[config.mk]
export PLATFORM = sky130hd
export DESIGN_NAME = traffic_light_monitor
export DESIGN_NICKNAME = d
export VERILOG_FILES = /design/src/rtl/traffic_light_monitor.sv
export SDC_FILE = /design/constraint.sdc
export NUM_CORES = 1
export LEC_CHECK = 0
export CORE_ASPECT_RATIO = 2
export CORE_MARGIN = 5
export CORE_UTILIZATION = 25
export DETAILED_ROUTE_END_ITERATION = 7
export DONT_BUFFER_PORTS = 1
export HOLD_SLACK_MARGIN = 0.02
export SYNTH_ARGS = -nofsm -noshare
export SYNTH_HDL_FRONTEND = slang
export SYNTH_SLANG_ARGS = --single-unit
[constraint.sdc]
create_clock -name clk -period 2.62 [get_ports clk]
set_clock_uncertainty 0.1 [all_clocks]
set_input_delay 0.524 -clock clk [delete_from_list [all_inputs] [get_ports clk]]
set_output_delay 0.524 -clock clk [all_outputs]
set_load 0.05 [all_outputs]
[src/rtl/traffic_light_monitor.sv]
// rtl/traffic_light_monitor.sv - passive phase/dwell checker for traffic light controller outputs
module traffic_light_monitor #(
    parameter int MIN_YELLOW     = 3,
    parameter int MAX_FARM_GREEN = 10,
    parameter int DWELL_W        = 16,
    parameter int CNT_W          = 8
) (
    input  logic               clk,
    input  logic               rst,
    input  logic [2:0]         light_highway,
    input  logic [2:0]         light_farm,
    input  logic               sensor,
    input  logic               err_clr,
    output logic [2:0]         phase,
    output logic [DWELL_W-1:0] dwell,
    output logic [CNT_W-1:0]   cycle_count,
    output logic               err_code,
    output logic               err_conflict,
    output logic               err_seq,
    output logic               err_short_yellow,
    output logic               err_long_green,
    output logic               err_no_req,
    output logic               err_any
);

    typedef enum logic [2:0] {
        UNSYNC = 3'd0,
        HG     = 3'd1,
        HY     = 3'd2,
        FG     = 3'd3,
        FY     = 3'd4
    } phase_t;

    localparam logic [2:0] RED = 3'b100;
    localparam logic [2:0] YEL = 3'b010;
    localparam logic [2:0] GRN = 3'b001;

    phase_t             state;
    phase_t             pat;
    logic [DWELL_W-1:0] dwell_q;
    logic [DWELL_W-1:0] dwell_nxt;
    logic               req_seen;
    logic               is_conflict;
    logic               is_legal;
    logic               leaving;
    logic               allowed;
    logic [5:0]         ev_vec;
    logic [5:0]         flags_q;
    logic [5:0]         flags_nxt;

    always_comb begin
        pat         = UNSYNC;
        is_conflict = (light_highway != RED) && (light_farm != RED);
        if (light_highway == GRN && light_farm == RED)      pat = HG;
        else if (light_highway == YEL && light_farm == RED) pat = HY;
        else if (light_highway == RED && light_farm == GRN) pat = FG;
        else if (light_highway == RED && light_farm == YEL) pat = FY;
        is_legal = (pat != UNSYNC);
    end

    always_comb begin
        leaving = (state != UNSYNC) && (!is_legal || pat != state);
        allowed = (state == HG && pat == HY) || (state == HY && pat == FG) ||
                  (state == FG && pat == FY) || (state == FY && pat == HG);

        if (!is_legal)                           dwell_nxt = '0;
        else if (state == UNSYNC || pat != state) dwell_nxt = DWELL_W'(1);
        else if (&dwell_q)                       dwell_nxt = dwell_q;
        else                                     dwell_nxt = dwell_q + DWELL_W'(1);

        // Bit order: code, conflict, seq, short_yellow, long_green, no_req
        ev_vec    = '0;
        ev_vec[5] = !is_legal && !is_conflict;
        ev_vec[4] = is_conflict;
        ev_vec[3] = is_legal && leaving && !allowed;
        ev_vec[2] = leaving && (state == HY || state == FY) &&
                    (dwell_q < DWELL_W'(MIN_YELLOW));
        ev_vec[1] = is_legal && state == FG && pat == FG &&
                    (dwell_nxt == DWELL_W'(MAX_FARM_GREEN + 1));
        ev_vec[0] = state == HG && pat == HY && !req_seen;

        // A same-edge event beats err_clr
        flags_nxt = (err_clr ? 6'b0 : flags_q) | ev_vec;
    end

    always_ff @(posedge clk) begin
        if (rst) begin
            state       <= UNSYNC;
            dwell_q     <= '0;
            cycle_count <= '0;
            req_seen    <= 1'b0;
            flags_q     <= '0;
            err_any     <= 1'b0;
        end else begin
            state   <= is_legal ? pat : UNSYNC;
            dwell_q <= dwell_nxt;
            if (state == FY && pat == HG)
                cycle_count <= cycle_count + CNT_W'(1);
            if (is_legal && pat == HG) begin
                if (state != HG)
                    req_seen <= sensor;
                else if (sensor)
                    req_seen <= 1'b1;
            end
            flags_q <= flags_nxt;
            err_any <= |flags_nxt;
        end
    end

    assign phase            = state;
    assign dwell            = dwell_q;
    assign err_code         = flags_q[5];
    assign err_conflict     = flags_q[4];
    assign err_seq          = flags_q[3];
    assign err_short_yellow = flags_q[2];
    assign err_long_green   = flags_q[1];
    assign err_no_req       = flags_q[0];

endmodule

# Yosys cells after proc, flatten, opt, wreduce, memory -nomap -nowiden

Cells that the tools add are included.

Equality and inequality tests: 19
Shift operators: 0
Order comparisons: 1
Div/mod/pow operators: 0
$mul: 0
Add/subtract/negate cells: 2
Mux-type cells: 10
Reductions and logical operators: 38
Bitwise logic cells: 2

Operator list:

| kind                  | number |
|---|---|
| $mux 16               | 3 |
| $logic_and 1x1->1     | 20 |
| $eq 3x2->1 const B    | 6 |
| $add 16x1->16 const B | 1 |
| $eq 16x4->1 const B   | 1 |
| $lt 16x2->1 const B   | 1 |
| $reduce_and 16->1     | 1 |
| $eq 3x1->1 const B    | 4 |
| $eq 3x3->1 const B    | 4 |
| $mux 3                | 4 |
| $add 8x1->8 const B   | 1 |
| $logic_or 1x1->1      | 6 |
| $mux 6                | 1 |
| $ne 3x3->1 const B    | 2 |
| $or 6x6->6            | 1 |
| $reduce_bool 3->1     | 2 |
| $reduce_or 6->1       | 1 |
| $logic_not 1->1       | 4 |
| $logic_not 3->1       | 1 |
| $ne 3x1->1 const B    | 1 |
| $ne 3x3->1            | 1 |
| $mux 1                | 2 |
| $reduce_and 2->1      | 1 |
| $reduce_bool 2->1     | 1 |
| other kinds (2)       | 2 |

Memory bits (read-only): 0
Bits in latches: 0
Bits in registers: 35
Memories kept: 0
Bits in writable memories: 0

# Logic depth before layout (Yosys ltp)

Depth after elaboration: 15
Gate-level depth with buffers: 8
Depth with buffers taken out: 8

# Least setup slack after synthesis

Ideal clock, no wire load.

Path kind: register -> register
From: register dwell_q[0] (netlist: dwell[0])
To: register err_any
Data required time: 2446 ps
Data arrival time: 2347 ps
Clock period less this slack: 2522 ps
Setup slack: 98 ps
Cell stages (with the launch flop): 9
Setup time: 74 ps
Cells stage by stage: dfxtp_1 ha_1 nand4_1 nor4_4 nor2_2 or3_1 a21oi_1 o2111ai_1 o21ai_0

Word-level cells in the longest chain between the ends: 8

Ends and longest elaborated chain:

| element                                            | RTL line | source |
|---|---|---|
| start, declared                                    | 40       | `logic [DWELL_W-1:0] dwell_q;` |
| start signal, assigned                             | 96       | `dwell_q <= dwell_nxt;` |
| $add 16x1->16 or $reduce_and 16->1 (tied branches) | 69, 68   |  |
| $mux 16                                            | 68       | `else if (&dwell_q) dwell_nxt = dwell_q;` |
| $mux 16                                            | 67       | `else if (state == UNSYNC \|\| pat != state) dwell_nxt = DWELL_W'(1);` |
| $mux 16                                            | 66       | `if (!is_legal) dwell_nxt = '0;` |
| $eq 16x4->1                                        | 79       | `(dwell_nxt == DWELL_W'(MAX_FARM_GREEN + 1));` |
| $logic_and 1x1->1                                  | 78       | `ev_vec[1] = is_legal && state == FG && pat == FG &&` |
| $or 6x6->6 (*)                                     | 83       | `flags_nxt = (err_clr ? 6'b0 : flags_q) \| ev_vec;` |
| $reduce_or 6->1 (*)                                | 106      | `err_any <= \|flags_nxt;` |
| end signal, assigned                               | 106      |  |
| end, declared                                      | 23       | `output logic err_any` |

Mark *: on every way between the ends. The rest lies on a longest branch, timed or not.
A chain may end at the register's enable or synchronous reset.

# Final worst setup path

From: register dwell_q[10] (netlist: dwell[10])
To: register err_any

Same word-level chain as after synthesis.

==> qor.log <==
[clock_tree] clock latency on the worst-skew pair 0.28 ns
[routing] number of vias per cell after detailed routing 5.18
[timing] Max-Slew Margin vs Limit 57.4%
[setup_path] Critical Path Sink Type register
[final_layout] post-route core utilization 31.2%
[global_routing] global routing usage summed across all routing layers 13.1%
[power] LEAKAGE 0.894 nW
[die] area of the die 9840 µm²
[timing] Setup TNS 0 ns
[run_status] outcome complete, no violations
[routing] routed wire length 6300 µm
[clock_tree] # clock sinks 35
[clock_tree] clock tree from TritonCTS done
[timing] Highest Clock Rate 433 MHz
[synthesis] largest area contributor in the netlist sky130_fd_sc_hd__dfxtp_1
[final_layout] Layout Nets 276
[setup_path] Worst Path Required 2.72 ns
[setup_path] Critical Path Fanout Max 7
[die] floorplan die width 72.7 µm
[timing] Final Hold Viols 0
[placement] HPWL after detailed placement 5070 µm
[synthesis] fraction of post-synthesis cell area in the top cell type by area 35.7%
[die] Core ar. 7660 µm²
[die] Starting Density 25.7%
[routing] remaining routing DRC violations 0
[clock_tree] CTS HTree Levels 2
[timing] worst setup slack after layout 0.310 ns
[final_layout] synthesis-to-layout area growth 21.8%
[final_layout] number of diodes 0
[power] Overall Power 0.00117 W
[final_layout] share of layout cells above drive strength 1 17.4%
[synthesis] Seq cells post-synth 35
[timing] transition at the pin with the smallest max-transition slack 0.637 ns
[setup_path] data arrival time of the critical path 2.41 ns
[timing] total of endpoints with negative setup slack in the final report 0
[synthesis] sequential cell area fraction in the yosys report 35.7%
[routing] DR iter-0 viols 120
[die] number of placement rows 45
[synthesis] share of flip-flops with an asynchronous set or reset 0%
[hold_path] hold-critical path depth 1
[power] largest vdd supply drop 406 µV
[timing] final critical-path share of the clock period 88.2%
[synthesis] top cells by area, synth sky130_fd_sc_hd__dfxtp_1 (36%), sky130_fd_sc_hd__nor2_1 (6.7%), sky130_fd_sc_hd__xor2_1 (4.9%), sky130_fd_sc_hd__nor3_1 (3.3%), sky130_fd_sc_hd__mux2i_1 (3.1%)
[routing] mean routed wirelength per cell 17.5 µm
[final_layout] Fill cells 868
[synthesis] library cells used by synthesis 50
[routing] detailed-router iteration count before antenna repair 4
[setup_path] Worst Setup Path Type reg2reg
[power] cell area power density 490 nW/µm²
[synthesis] Post-Syn Nets 251
[global_routing] maximum number of pins on one net before global-route repair 22
[placement] final weighted congestion in routability-driven placement 0.974
[global_routing] number of global-route vias before repair 1922
[global_routing] residual overflow from global routing 0
[timing] clock period minus final worst setup slack 2.31 ns
[clock_tree] Root Buffer Master sky130_fd_sc_hd__clkbuf_16
[setup_path] cells on worst reg2reg path 7
[clock_tree] CTS Hold Buffers Added 0
[synthesis] most used flip-flop cell after synthesis sky130_fd_sc_hd__dfxtp_1
[synthesis] number of warnings issued by yosys 0
[global_routing] number of antenna violations at the first check in global routing 0
[final_layout] sequential standard cell area 701 µm²
[die] die boundary height 135 µm
[routing] total vias in the final route 1858
[synthesis] Post-synth EDFFs 0
[clock_tree] Post-CTS Repair Setup Buffers 0
[hold_path] Hold Path Class in2reg
[synthesis] Avg Cell Area, Syn 8.22 µm²
[placement] placement-stage worst setup slack 0.262 ns
[routing] Detail Route Antenna Nets 0
[clock_tree] maximum root-to-sink buffer count 2
[die] # IOs 44
[final_layout] multi-input logic area 1190 µm²
[setup_path] startpoint class of the critical path register
[clock_tree] Resized cells post-CTS 0
[run] total of max-cap violations 0
[timing] Slew Viols, Final 0
[clock_tree] CTS buffer count 5
[synthesis] Post-Synthesis Cells 239
[synthesis] Mapped Area 1960 µm²
[placement] number of I/O port buffers 0
[clock_tree] Clock Pin Slew Worst Setup and Hold Paths 0.06 ns
[global_routing] wire length of the first global-routing pass 9850 µm
[timing] unrepaired setup endpoints after global routing no
[synthesis] commonest cells in the synthesized netlist sky130_fd_sc_hd__dfxtp_1 (35), sky130_fd_sc_hd__nor2_1 (35), sky130_fd_sc_hd__nand2_1 (15), sky130_fd_sc_hd__nor3_1 (13)
==> layer usage <==
metal	share of wire, %	track usage [%]
met4	2.5	4.83
met2	61	28.0
met5	0	0
met1	30	9.60
met3	6.9	4.75
==> power by group <==
group	switching, W	total [W]	leakage [nW]	internal, W
clock network	0.000233	0.000583	0.0658	0.000350
registers	0.00000625	0.000543	0.283	0.000537
logic	0.0000287	0.0000466	0.545	0.0000179
total	0.000268	0.00117	0.894	0.000904
==> worst max-delay path: stages, from the launching register on <==
cell and delay [ns]:
sky130_fd_sc_hd__dfxtp_1 0.33, sky130_fd_sc_hd__nand4_1 0.35, sky130_fd_sc_hd__nor4_1 0.44, sky130_fd_sc_hd__mux2i_1 0.26, sky130_fd_sc_hd__nand2_1 0.10, sky130_fd_sc_hd__a2111oi_2 0.36
sky130_fd_sc_hd__o2111ai_1 0.18, sky130_fd_sc_hd__o21ai_0 0.10
==> state kept, by name, indices dropped and copies added, names as in the netlist <==
signal       cells
req_seen         1
flags_q          6
cycle_count      8
phase            3
err_any          1
dwell           16
==> cells in the final DEF (no fill, tap or decap), drive strengths merged, types with 2 or more instances in the layout <==
cell type,n
nor2,36
dfxtp,35
buf,28
nand2,15
nor3,14
o21ai,13
xor2,11
nand3,11
a21oi,11
nand4,9
and3,7
inv,7
nor4,7
mux2i,6
xnor2,5
clkbuf,5
and4,4
or3,4
nor4bb,3
nand2b,3
nand4b,3
nor3b,2
nor2b,2
o2111ai,2
ha,2
clkinvlp,2
nor4b,2
==> final timing paths <==
| path | start | to | slack, ns |
|---|---|---|---|
| min reg2reg | req_seen$_SDFFE_PP0P_ | req_seen$_SDFFE_PP0P_ | 0.38 |
| max reg2reg | dwell[10]$_SDFF_PP0_ | err_any$_SDFF_PP0_ | 0.31 |
| min | rst | flags_q[4]$_SDFF_PP0_ | 0.20 |
| max | dwell[10]$_SDFF_PP0_ | err_any$_SDFF_PP0_ | 0.31 |
==> area by class of cell <==
class | count | share of cell area (%)
sequential | 35 | 29.3
clock buffer | 5 | 5.23
multi-input combinational | 187 | 49.8
timing repair buffer | 28 | 8.79
inverter | 7 | 1.10
clock inverter | 3 | 0.837
tap | 94 | 4.92
==> metrics by stage <==
step,hold WS (ns),std cells,area (µm²)
finish,0.203,359,2390
global route,0.203,359,2390
CTS,0.204,359,2390
detailed placement,0.370,351,2250
global placement,0.363,351,2250
floorplan,0.350,239,1960
==> cell families after synthesis <==
family	Yosys count	share of synthesized area (%)
adders and majority gates	2	1.27
DFF	35	35.7
muxes	7	3.63
xor gates and xnor gates	16	7.13
AOI/OAI and AO/OA	38	12.3
buffers and inverters	17	3.63
and+or+nand+nor	124	36.4
(Power assumes the default switching activity.)
